`config.mk`:
```
export PLATFORM = sky130hd
export DESIGN_NAME = complex_div_seq_flat
export DESIGN_NICKNAME = d
export VERILOG_FILES = /design/src/rtl/complex_div_seq_if.sv /design/src/rtl/complex_div_seq.sv /design/src/flat_wrapper.sv
export SDC_FILE = /design/constraint.sdc
export NUM_CORES = 1
export LEC_CHECK = 0
export CORE_MARGIN = 2
export CORE_UTILIZATION = 39
export CTS_CLUSTER_DIAMETER = 100
export DETAILED_ROUTE_END_ITERATION = 16
export GPL_TIMING_DRIVEN = 0
export SETUP_SLACK_MARGIN = 0.15
export SYNTH_ARGS = -nofsm -noshare
export SYNTH_HDL_FRONTEND = slang
export SYNTH_SLANG_ARGS = --single-unit
```
`constraint.sdc`:
```
create_clock -name clk -period 15.7 [get_ports clk]
set_input_delay 3.14 -clock clk [delete_from_list [all_inputs] [get_ports clk]]
set_output_delay 3.14 -clock clk [all_outputs]
set_load 0.01 [all_outputs]
```
`src/rtl/complex_div_seq_if.sv`:
```
// Operand/result bus of the sequential complex divider.
// Handshake rule for both directions: a transfer happens on the rising clock
// edge where valid and ready are both 1; the source holds its payload stable
// while valid is 1 and ready is 0, and ready never depends on valid.
interface complex_div_seq_if #(
  parameter int data_in_width  = 8,
  parameter int data_out_width = 16
);
  logic                      in_valid;
  logic                      in_ready;
  logic [data_in_width-1:0]  a_real;
  logic [data_in_width-1:0]  a_imag;
  logic [data_in_width-1:0]  b_real;
  logic [data_in_width-1:0]  b_imag;
  logic                      out_valid;
  logic                      out_ready;
  logic [data_out_width-1:0] out_real;
  logic [data_out_width-1:0] out_imag;
  logic                      div_zero;
  logic                      sat;

  // Divider side
  modport slave (
    input  in_valid, a_real, a_imag, b_real, b_imag, out_ready,
    output in_ready, out_valid, out_real, out_imag, div_zero, sat
  );

  // Upstream/downstream side
  modport master (
    output in_valid, a_real, a_imag, b_real, b_imag, out_ready,
    input  in_ready, out_valid, out_real, out_imag, div_zero, sat
  );
endinterface

```
`src/rtl/complex_div_seq.sv`:
```
// Sequential complex divider: q = a*conj(b) / |b|^2, quotient scaled by
// 2^frac_bits. Four multiply cycles build |b|^2 and the two numerators, then
// two restoring divisions (one quotient bit per cycle) produce the components.
module complex_div_seq #(
  parameter int data_in_width  = 8,
  parameter int data_out_width = 16,
  parameter int frac_bits      = 8
) (
  input  logic                clk,
  input  logic                reset_n,
  complex_div_seq_if.slave    bus,
  output logic [2:0]          dbg_state_o
);
  localparam int DIW   = data_in_width;
  localparam int DOW   = data_out_width;
  localparam int PW    = 2*DIW;              // product / |b|^2 width
  localparam int NW    = 2*DIW + 1;          // numerator width (signed)
  localparam int NUM_W = NW + frac_bits;     // dividend width = iterations
  localparam int CNT_W = $clog2(NUM_W + 1);

  localparam logic [CNT_W-1:0] MUL_LAST = CNT_W'(3);
  localparam logic [CNT_W-1:0] DIV_LAST = CNT_W'(NUM_W - 1);
  localparam logic [NUM_W-1:0] MAG_POS  = NUM_W'((64'd1 << (DOW-1)) - 64'd1);
  localparam logic [NUM_W-1:0] MAG_NEG  = NUM_W'(64'd1 << (DOW-1));

  typedef enum logic [2:0] {
    S_IDLE   = 3'd0,
    S_MUL    = 3'd1,
    S_DIV_RE = 3'd2,
    S_DIV_IM = 3'd3,
    S_DONE   = 3'd4
  } state_t;

  state_t             state_q, state_d;
  logic [CNT_W-1:0]   cnt_q, cnt_d;

  logic signed [DIW-1:0] ar_q, ai_q, br_q, bi_q;
  logic [PW-1:0]         den_q;
  logic signed [NW-1:0]  nr_q, ni_q;
  logic                  zero_q;
  logic [NUM_W-1:0]      div_n_q;   // dividend, shifted out MSB first
  logic [PW-1:0]         rem_q;     // partial remainder, always < den
  logic [NUM_W-1:0]      quo_q;     // quotient bits, shifted in LSB
  logic [NUM_W-1:0]      q_re_q;    // finished real magnitude

  logic                  out_valid_q;
  logic [DOW-1:0]        out_real_q, out_imag_q;
  logic                  div_zero_q, sat_q;

  // Shared multiplier lanes and the combined per-cycle term
  logic signed [DIW-1:0] mx0, my0, mx1, my1;
  logic signed [PW-1:0]  p0, p1;
  logic                  mul_sub;
  logic signed [NW-1:0]  term;

  // Restoring-division step
  logic [PW:0]           rem_sh, diff;
  logic                  fits;
  logic [PW-1:0]         rem_nx;
  logic [NUM_W-1:0]      quo_nx;

  // Numerator magnitudes
  logic [NW-1:0]         nr_mag, ni_mag;

  // Saturated results {sat, value}
  logic [DOW:0]          res_re, res_im;

  assign bus.in_ready  = reset_n && (state_q == S_IDLE);
  assign bus.out_valid = out_valid_q;
  assign bus.out_real  = out_real_q;
  assign bus.out_imag  = out_imag_q;
  assign bus.div_zero  = div_zero_q;
  assign bus.sat       = sat_q;
  assign dbg_state_o   = state_q;

  // Clamp a sign/magnitude quotient into the signed output range
  function automatic logic [DOW:0] clamp(input logic neg, input logic [NUM_W-1:0] mag);
    logic [NUM_W-1:0] twos;
    twos = ~mag + NUM_W'(1);
    if (!neg) begin
      if (mag > MAG_POS) clamp = {1'b1, MAG_POS[DOW-1:0]};
      else               clamp = {1'b0, mag[DOW-1:0]};
    end else begin
      if (mag > MAG_NEG) clamp = {1'b1, MAG_NEG[DOW-1:0]};
      else               clamp = {1'b0, twos[DOW-1:0]};
    end
  endfunction

  // State register
  always_ff @(posedge clk or negedge reset_n) begin
    if (!reset_n) begin
      state_q <= S_IDLE;
      cnt_q   <= '0;
    end else begin
      state_q <= state_d;
      cnt_q   <= cnt_d;
    end
  end

  // Next-state and step counter
  always_comb begin
    state_d = state_q;
    cnt_d   = '0;
    case (state_q)
      S_IDLE:   if (bus.in_valid) state_d = S_MUL;
      S_MUL: begin
        cnt_d = cnt_q + CNT_W'(1);
        if (cnt_q == MUL_LAST) state_d = (den_q == '0) ? S_DONE : S_DIV_RE;
      end
      S_DIV_RE: begin
        cnt_d = cnt_q + CNT_W'(1);
        if (cnt_q == DIV_LAST) state_d = S_DIV_IM;
      end
      S_DIV_IM: begin
        cnt_d = cnt_q + CNT_W'(1);
        if (cnt_q == DIV_LAST) state_d = S_DONE;
      end
      S_DONE:   if (out_valid_q && bus.out_ready) state_d = S_IDLE;
      default:  state_d = S_IDLE;
    endcase
    if (state_d != state_q) cnt_d = '0;
  end

  // Operand select: squares of b first, then the real and imaginary numerators
  always_comb begin
    mx0 = '0; my0 = '0; mx1 = '0; my1 = '0; mul_sub = 1'b0;
    case (cnt_q[1:0])
      2'd0: begin mx0 = br_q; my0 = br_q; end
      2'd1: begin mx0 = bi_q; my0 = bi_q; end
      2'd2: begin mx0 = ar_q; my0 = br_q; mx1 = ai_q; my1 = bi_q; end
      default: begin mx0 = ai_q; my0 = br_q; mx1 = ar_q; my1 = bi_q; mul_sub = 1'b1; end
    endcase
    p0 = mx0 * my0;
    p1 = mx1 * my1;
    if (mul_sub) term = {p0[PW-1], p0} - {p1[PW-1], p1};
    else         term = {p0[PW-1], p0} + {p1[PW-1], p1};
  end

  // One restoring-division step and the magnitudes fed into it
  always_comb begin
    rem_sh = {rem_q, div_n_q[NUM_W-1]};
    diff   = rem_sh - {1'b0, den_q};
    fits   = ~diff[PW];                 // no borrow: divisor fits
    rem_nx = fits ? diff[PW-1:0] : rem_sh[PW-1:0];
    quo_nx = {quo_q[NUM_W-2:0], fits};
    nr_mag = nr_q[NW-1] ? NW'(-nr_q) : nr_q;
    ni_mag = ni_q[NW-1] ? NW'(-ni_q) : ni_q;
    res_re = clamp(nr_q[NW-1], q_re_q);
    res_im = clamp(ni_q[NW-1], quo_q);
  end

  // Datapath: operand capture, products, division and result registers
  always_ff @(posedge clk or negedge reset_n) begin
    if (!reset_n) begin
      ar_q <= '0; ai_q <= '0; br_q <= '0; bi_q <= '0;
      den_q <= '0; nr_q <= '0; ni_q <= '0; zero_q <= 1'b0;
      div_n_q <= '0; rem_q <= '0; quo_q <= '0; q_re_q <= '0;
      out_valid_q <= 1'b0; out_real_q <= '0; out_imag_q <= '0;
      div_zero_q <= 1'b0; sat_q <= 1'b0;
    end else begin
      case (state_q)
        S_IDLE: if (bus.in_valid) begin
          ar_q <= bus.a_real; ai_q <= bus.a_imag;
          br_q <= bus.b_real; bi_q <= bus.b_imag;
          den_q <= '0;
          zero_q <= 1'b0;
        end
        S_MUL: begin
          case (cnt_q[1:0])
            2'd0: den_q <= p0;
            2'd1: den_q <= den_q + p0;
            2'd2: nr_q  <= term;
            default: begin
              ni_q    <= term;
              zero_q  <= (den_q == '0);
              div_n_q <= {nr_mag, {frac_bits{1'b0}}};
              rem_q   <= '0;
              quo_q   <= '0;
            end
          endcase
        end
        S_DIV_RE: begin
          if (cnt_q == DIV_LAST) begin
            q_re_q  <= quo_nx;
            div_n_q <= {ni_mag, {frac_bits{1'b0}}};
            rem_q   <= '0;
            quo_q   <= '0;
          end else begin
            div_n_q <= {div_n_q[NUM_W-2:0], 1'b0};
            rem_q   <= rem_nx;
            quo_q   <= quo_nx;
          end
        end
        S_DIV_IM: begin
          div_n_q <= {div_n_q[NUM_W-2:0], 1'b0};
          rem_q   <= rem_nx;
          quo_q   <= quo_nx;
        end
        S_DONE: begin
          if (!out_valid_q) begin
            out_valid_q <= 1'b1;
            if (zero_q) begin
              out_real_q <= '0; out_imag_q <= '0;
              div_zero_q <= 1'b1; sat_q <= 1'b0;
            end else begin
              out_real_q <= res_re[DOW-1:0];
              out_imag_q <= res_im[DOW-1:0];
              div_zero_q <= 1'b0;
              sat_q      <= res_re[DOW] | res_im[DOW];
            end
          end else if (bus.out_ready) begin
            out_valid_q <= 1'b0;
          end
        end
        default: ;
      endcase
    end
  end
endmodule

```
`src/flat_wrapper.sv`:
```
// flat-port wrapper written by rule: the top's interface ports become plain ports
module complex_div_seq_flat 
#(
  parameter int data_in_width  = 8,
  parameter int data_out_width = 16,
  parameter int frac_bits      = 8
)
  (clk, reset_n, dbg_state_o, bus_in_valid, bus_a_real, bus_a_imag, bus_b_real, bus_b_imag, bus_out_ready, bus_in_ready, bus_out_valid, bus_out_real, bus_out_imag, bus_div_zero, bus_sat);
  complex_div_seq_if #(.data_in_width(data_in_width), .data_out_width(data_out_width)) bus_i ();
  input  logic clk;
  input  logic reset_n;
  output logic [2:0] dbg_state_o;
  input wire logic [$bits(bus_i.in_valid)-1:0] bus_in_valid;
  input wire logic [$bits(bus_i.a_real)-1:0] bus_a_real;
  input wire logic [$bits(bus_i.a_imag)-1:0] bus_a_imag;
  input wire logic [$bits(bus_i.b_real)-1:0] bus_b_real;
  input wire logic [$bits(bus_i.b_imag)-1:0] bus_b_imag;
  input wire logic [$bits(bus_i.out_ready)-1:0] bus_out_ready;
  output wire logic [$bits(bus_i.in_ready)-1:0] bus_in_ready;
  output wire logic [$bits(bus_i.out_valid)-1:0] bus_out_valid;
  output wire logic [$bits(bus_i.out_real)-1:0] bus_out_real;
  output wire logic [$bits(bus_i.out_imag)-1:0] bus_out_imag;
  output wire logic [$bits(bus_i.div_zero)-1:0] bus_div_zero;
  output wire logic [$bits(bus_i.sat)-1:0] bus_sat;
  assign bus_i.in_valid = bus_in_valid;
  assign bus_i.a_real = bus_a_real;
  assign bus_i.a_imag = bus_a_imag;
  assign bus_i.b_real = bus_b_real;
  assign bus_i.b_imag = bus_b_imag;
  assign bus_i.out_ready = bus_out_ready;
  assign bus_in_ready = bus_i.in_ready;
  assign bus_out_valid = bus_i.out_valid;
  assign bus_out_real = bus_i.out_real;
  assign bus_out_imag = bus_i.out_imag;
  assign bus_div_zero = bus_i.div_zero;
  assign bus_sat = bus_i.sat;
  complex_div_seq #(.data_in_width(data_in_width), .data_out_width(data_out_width), .frac_bits(frac_bits)) u_core (.clk(clk), .reset_n(reset_n), .bus(bus_i), .dbg_state_o(dbg_state_o));
endmodule
```
-- Word level (Yosys, flattened, before mapping)
Index checks and enable logic that the tools add are counted.
- $add $sub $neg: 9
- $mul: 2
- order comparisons: 4
- eq/ne operators: 12
- muxes and demuxes: 44
- bitwise logic cells: 6
- reductions and logical operators: 18
- operator list (cell ; number):
    2-to-1 mux 17 bit ; 9
    case mux 25 bit (3 select lines) ; 2
    2-to-1 mux 25 bit ; 4
    2-to-1 mux 16 bit ; 6
    case mux 16 bit (2 select lines) ; 2
    > comparator 25 x 15 -> 1 bit (second input constant) ; 2
    > comparator 25 x 16 -> 1 bit (second input constant) ; 2
    case mux 16 bit (3 select lines) ; 1
    negation 17 bit ; 2
    adder 16 x 1 -> 16 bit (second input constant) ; 2
    multiplier 8 x 8 -> 16 bit ; 2
    NOT 16 bit ; 2
    case mux 8 bit (3 select lines) ; 1
    2-to-1 mux 3 bit ; 6
    adder 16 x 16 -> 17 bit ; 1
    subtractor 16 x 16 -> 17 bit ; 1
    subtractor 17 x 16 -> 17 bit ; 1
    adder 16 bit ; 1
    zero test 16 bit ; 1
    2-to-1 mux 8 bit ; 2
    case mux 8 bit (2 select lines) ; 1
    case mux 3 bit (5 select lines) ; 1
    AND reduction 2 bit ; 6
    2-to-1 mux 5 bit ; 2
    23 further kinds ; 35
- register bits: 217
- input bits: 36
- output and inout port bits: 39
- word-level logic and storage cells: 114

-- Depth between registers and ports, before layout
- depth in word-level cells: 6
- depth in mapped cells: 33
- gate-level depth less buffers: 31

-- Least setup slack after synthesis
OpenSTA, ideal clock, no wires.
- kind: register -> register
- from: reg u_core.cnt_q[1]
- to: reg u_core.den_q[15]
- library setup time: 0.133 ns
- data arrival time: 7.243 ns
- data required time: 15.567 ns
- setup slack: 8.324 ns
- stages on the path, launching flop included: 30
- path buffers: 3
- clock period less this slack: 7.376 ns
- cells stage by stage: dfrtp_1 inv_1 ha_1 clkbuf_1 buf_1 buf_1 mux2i_1 nor2_1 fa_1 fa_1 ha_1 inv_1 fa_1 inv_1 fa_1 a21o_1 a21oi_1 o21bai_1 a21oi_1 xnor2_1 ha_1 a21oi_1 o21ai_0 a2111oi_0 nor3_1 o31a_1 or4_1 o2111ai_1 xor2_1 o21ai_0
- cells in the longest elaborated chain, start to end: 6
- RTL lines (element ; line ; source):
    from (decl) ; complex_div_seq.sv:35 ; logic [CNT_W-1:0] cnt_q, cnt_d;
    from (signal assigned) ; complex_div_seq.sv:96 ; cnt_q <= cnt_d;
    equality test 2 bit (tied with other cells) ; complex_div_seq.sv:127 ; case (cnt_q[1:0])
    case mux 8 bit (3 select lines) / 2-to-1 mux 8 bit (equally long branches) ; complex_div_seq.sv:127 ;
    multiplier 8 x 8 -> 16 bit ; complex_div_seq.sv:133 ; p0 = mx0 * my0;
    adder 16 bit ; complex_div_seq.sv:171 ; 2'd1: den_q <= den_q + p0;
    case mux 16 bit (2 select lines) ; complex_div_seq.sv:169 ; case (cnt_q[1:0])
    case mux 16 bit (2 select lines) ; complex_div_seq.sv:161 ; case (state_q)
    to (signal assigned) ; complex_div_seq.sv:170 ; 2'd0: den_q <= p0;
    to (signal assigned) ; complex_div_seq.sv:171 ;
    to (decl) ; complex_div_seq.sv:38 ; logic [PW-1:0] den_q;
Several ways; a longest one is shown, not always the timed one.
A chain may end at the register's enable or synchronous reset.

-- Worst setup path in the final report
Ends and elaborated chain as after synthesis.

==> results.md <==
- In this run, the number of DRC markers left after iteration 0 of detailed routing was 950.
- The predominant post-synthesis flop cell is dfrtp_1.
- The global router's overall resource usage is 0.208.
- The number of cells in the finished layout apart from fillers is approximately 2800.
- The beginning of the worst hold path is u_core.bus.sat.
- Global routing finished with a remaining overflow of 0.
- The CTS tree is yes.
- The die area is roughly 47000 µm².
- The final critical delay including setup and external delays is 9.07 ns.
- The net count of the finished layout is 2442.
- The remaining antenna violation count after routing is 0.
- The clock passes through at most 3 buffers.
- The run finished with clean final reports.
- The worst setup path is captured at a register.
- Hold repair after CTS inserted 0 buffers.
- The final worst-path cycle share is 0.578.
- The via count of the first global-routing pass was 15000.
- The clock net in this run drives a total of around 210 sinks.
- Input and output buffers added on the ports amount to 74.
- The core region is 44400 µm².
- The pre-antenna-repair detailed-routing pass consisted of 5 iterations.
- The final hold violation count is 0.
- The basic-gate share of the synthesized area counting and, or, nand and nor cells is 0.188.
- Counting tap cells, the placed design contains a total of 2741 instances.
- The largest fanout of any net on the critical path is 10.
- After synthesis, the share of flip-flops with an asynchronous set or reset is 1.00.
- Compared with the post-synthesis result, the final layout area differs by 13.2%.
- In the final layout, the multi-input gates occupy 11200 µm².
- The largest net degree at the start of global routing is 118.
- The launch point of the worst reg-to-reg path is u_core.cnt_q[1].
- The sequential cell area is 5230 µm².
- The synthesized flop and latch total is 209.
- The initial antenna violation count came to 0.
- Setup repair after global routing left no endpoint under its margin.
- The post-CTS resize count is 0.
- The netlist uses about 70 different library cells.
- The library cell used most frequently in the layout, excluding fill and tap cells, is nand2_1.
- The worst setup path is launched from a register.
- The parity-gate share of the synthesized area counting xor and xnor cells is 0.0637.
- The Yosys warning count is 0.
- At the pin with the least slew margin, the transition time is 0.981 ns.
- In this run the post-CTS setup repair buffer count came out at 0.
- The standard cell with the maximum stage delay on the critical path is mux2i_1.
- The number of buffers inserted during clock tree synthesis is 25.
- Setup slack on the worst reg-to-reg path comes out at 6.63 ns.
- The number of remaining DRC errors is 0.
- Headroom to the max-slew limit came out at 0.337.
- The routed wire length is 47900 µm.
- The number of enable flip-flop cells after synthesis is 0.
- For this run, the register share of the synthesized area comes to 0.297.
- The library cell used as clock root buffer is clkbuf_16.
- The average size of a mapped cell is between 8 and 9 µm².
- Measured along the y axis, the die boundary spans 216 µm.
- For the worst setup path, the data arrival time is 9.50 ns.
- Synthesis handed over a netlist of roughly 2100 instances.
- The number of failing setup endpoints in the final timing report is 0.
- For this run, the slowest stage of the critical path takes 0.70 ns.
- After legalization and detailed placement, the total HPWL measured around 38000 µm.
- The initial utilization of the core area, before any placement, comes to 0.396.
- The first element of the critical path is u_core.cnt_q[1].
- The average routed wire per standard cell is 17.2 µm.
- The compound-cell area share of the yosys netlist is 0.154.
- The repair_antennas step left the layout with diodes totalling 0.
- From left edge to right edge, the die measures 216 µm.
- Clock-pin slew was measured on the worst setup and hold paths at 0.06 ns.
- The share of layout cells above drive strength 1 is 0.0410.
- The class of the tightest hold or removal check is reg -> reg.
- The main combinational cell family by area after synthesis is adder cells.
- Data on the critical path is required at its endpoint by 16.12 ns.
- Leaving out fill and tap cells, the most frequent cells in the layout are nand2_1 (341), inv_1 (211), dfrtp_1 (209), nor2_1 (159), o21ai_0 (159).
- At the end of routability-driven placement, the weighted congestion stood at 0.944.
- The maximum clock skew at final layout is around 0.015 ns.
- The final route contains roughly 15000 vias.
- Of the total synthesized cell area, the portion taken by full adders, half adders and majority gates is 0.212.
- CTS built an H-tree with a depth of 1.
- In the routed layout, each cell is associated on average with a via count of 5.33.
- The setup TNS after final layout is 0 ns.
- The layout has 4371 filler cells.
- The final number of max-transition violations came to 0.
- The achievable clock frequency is 110 MHz.
- The critical path class is reg -> reg.
- When the netlist entered floorplanning its net count stood at 2340.
- Across the run, the number of max-cap violations was 0.
- The first-pass GRT wire length is 78800 µm.
- The number of standard-cell rows in the floorplan is 77.
- The number of top-level pins is 75.
- The most prevalent standard cell on the critical path is fa_1.
- The synthesized netlist occupies a cell area of 17600 µm².
- The clock reaches the later pin of the worst-skew pair after between 0.5 and 0.6 ns.
- Of the post-synthesis cell area, the part taken by muxes is 0.0197.
==> final timing paths <==
| check | to | cells past startpoint |
|---|---|---|
| worst max-delay path | u_core.den_q[15] | 29 |
| worst min-delay path | u_core.bus.sat | 2 |
| worst max register to register | u_core.den_q[15] | 29 |
| worst min register to register | u_core.bus.sat | 2 |
| max in group asynchronous | u_core.ai_q[6] | 2 |
| min in group asynchronous | u_core.bus.out_imag[9] | 1 |
==> cell type report <==
class,instances,area share
multi-input cells,1565,0.563
inverters,212,0.0400
well taps,592,0.0372
clock inverters,7,0.00308
repair buffers,75,0.0388
flip-flops and latches,209,0.263
plain buffers,88,0.0177
clock buffers,37,0.0372
==> critical path: cells and delay by family (launching register included) <==
kind	cells	cell delay (ns)
adders and majority gates	7	2.74
AOI/OAI and AO/OA	10	2.06
buffers and inverters	6	1.81
and+or+nand+nor	3	0.72
muxes	1	0.70
xor gates and xnor gates	2	0.45
DFF	1	0.43
==> Yosys cell counts (all sizes together), types with 7 or more instances <==
cell type / instances / area [µm²]
nor2b: 16 / 100
nand3b: 7 / 52.6
a22o: 38 / 333
or3: 21 / 136
a211oi: 13 / 97.6
buf: 15 / 77.6
o21ai: 179 / 915
fa: 113 / 2260
clkbuf: 73 / 274
and3: 10 / 62.6
nand4: 10 / 62.6
nor3: 51 / 255
o22ai: 16 / 100
inv: 211 / 792
a21o: 16 / 120
nor2: 159 / 597
o21a: 11 / 82.6
a31oi: 7 / 43.8
nor4: 13 / 81.3
o41ai: 7 / 61.3
a21oi: 83 / 427
or2: 26 / 163
nand2: 341 / 1280
o31ai: 11 / 82.6
o211ai: 9 / 67.6
xor2: 56 / 490
nand2b: 18 / 113
xnor2: 72 / 631
mux2i: 29 / 290
a222oi: 9 / 90.1
dfrtp: 209 / 5230
nand3: 45 / 225
ha: 117 / 1460
==> cells by family (layout without fill, tap and decap cells) <==
group                    Yosys count  in the layout
buffers and inverters            300            419
XOR/XNOR                         128            128
AO/OA/AOI/OAI                    433            433
adder cells (fa/ha/maj)          230            230
AND/OR/NAND/NOR                  740            740
flip-flops                       209            209
multiplexers                      34             34
==> flip-flops by register name (all words and copies together), names as in the netlist, 16 cells and up <==
| name | flops |
|---|---|
| u_core.ni_q | 17 |
| u_core.q_re_q | 25 |
| u_core.quo_q | 25 |
| u_core.div_n_q | 17 |
| u_core.bus.out_real | 16 |
| u_core.nr_q | 17 |
| u_core.rem_q | 16 |
| u_core.den_q | 16 |
| u_core.bus.out_imag | 16 |
==> through the flow <==
| step | utilization | hold slack (ns) | area (µm²) | worst slack, ns |
|---|---|---|---|---|
| after floorplan | - | 0.446 | 17600 | 8.32 |
| after global placement | 0.429 | 0.451 | 19100 | 0.356 |
| after detailed placement | 0.430 | 0.464 | 19100 | 6.64 |
| after CTS | 0.448 | 0.476 | 19900 | 6.62 |
| after global routing | 0.448 | 0.500 | 19900 | 5.82 |
| final | 0.448 | 0.473 | 19900 | 6.63 |
==> metal layers <==
| metal | global-route usage | share of wire | up-vias |
|---|---|---|---|
| met1 | 0.275 | 0.45 | 7139 |
| li1 | - | - | 7174 |
| met2 | 0.346 | 0.46 | 411 |
| met5 | 0.00521 | 0.00071 | - |
| met4 | 0.0870 | 0.045 | 2 |
| met3 | 0.0229 | 0.043 | 109 |
Power is left out: the tool's default activity adds up to more than one toggle a clock period on the data nets, which glitch-free logic cannot reach.
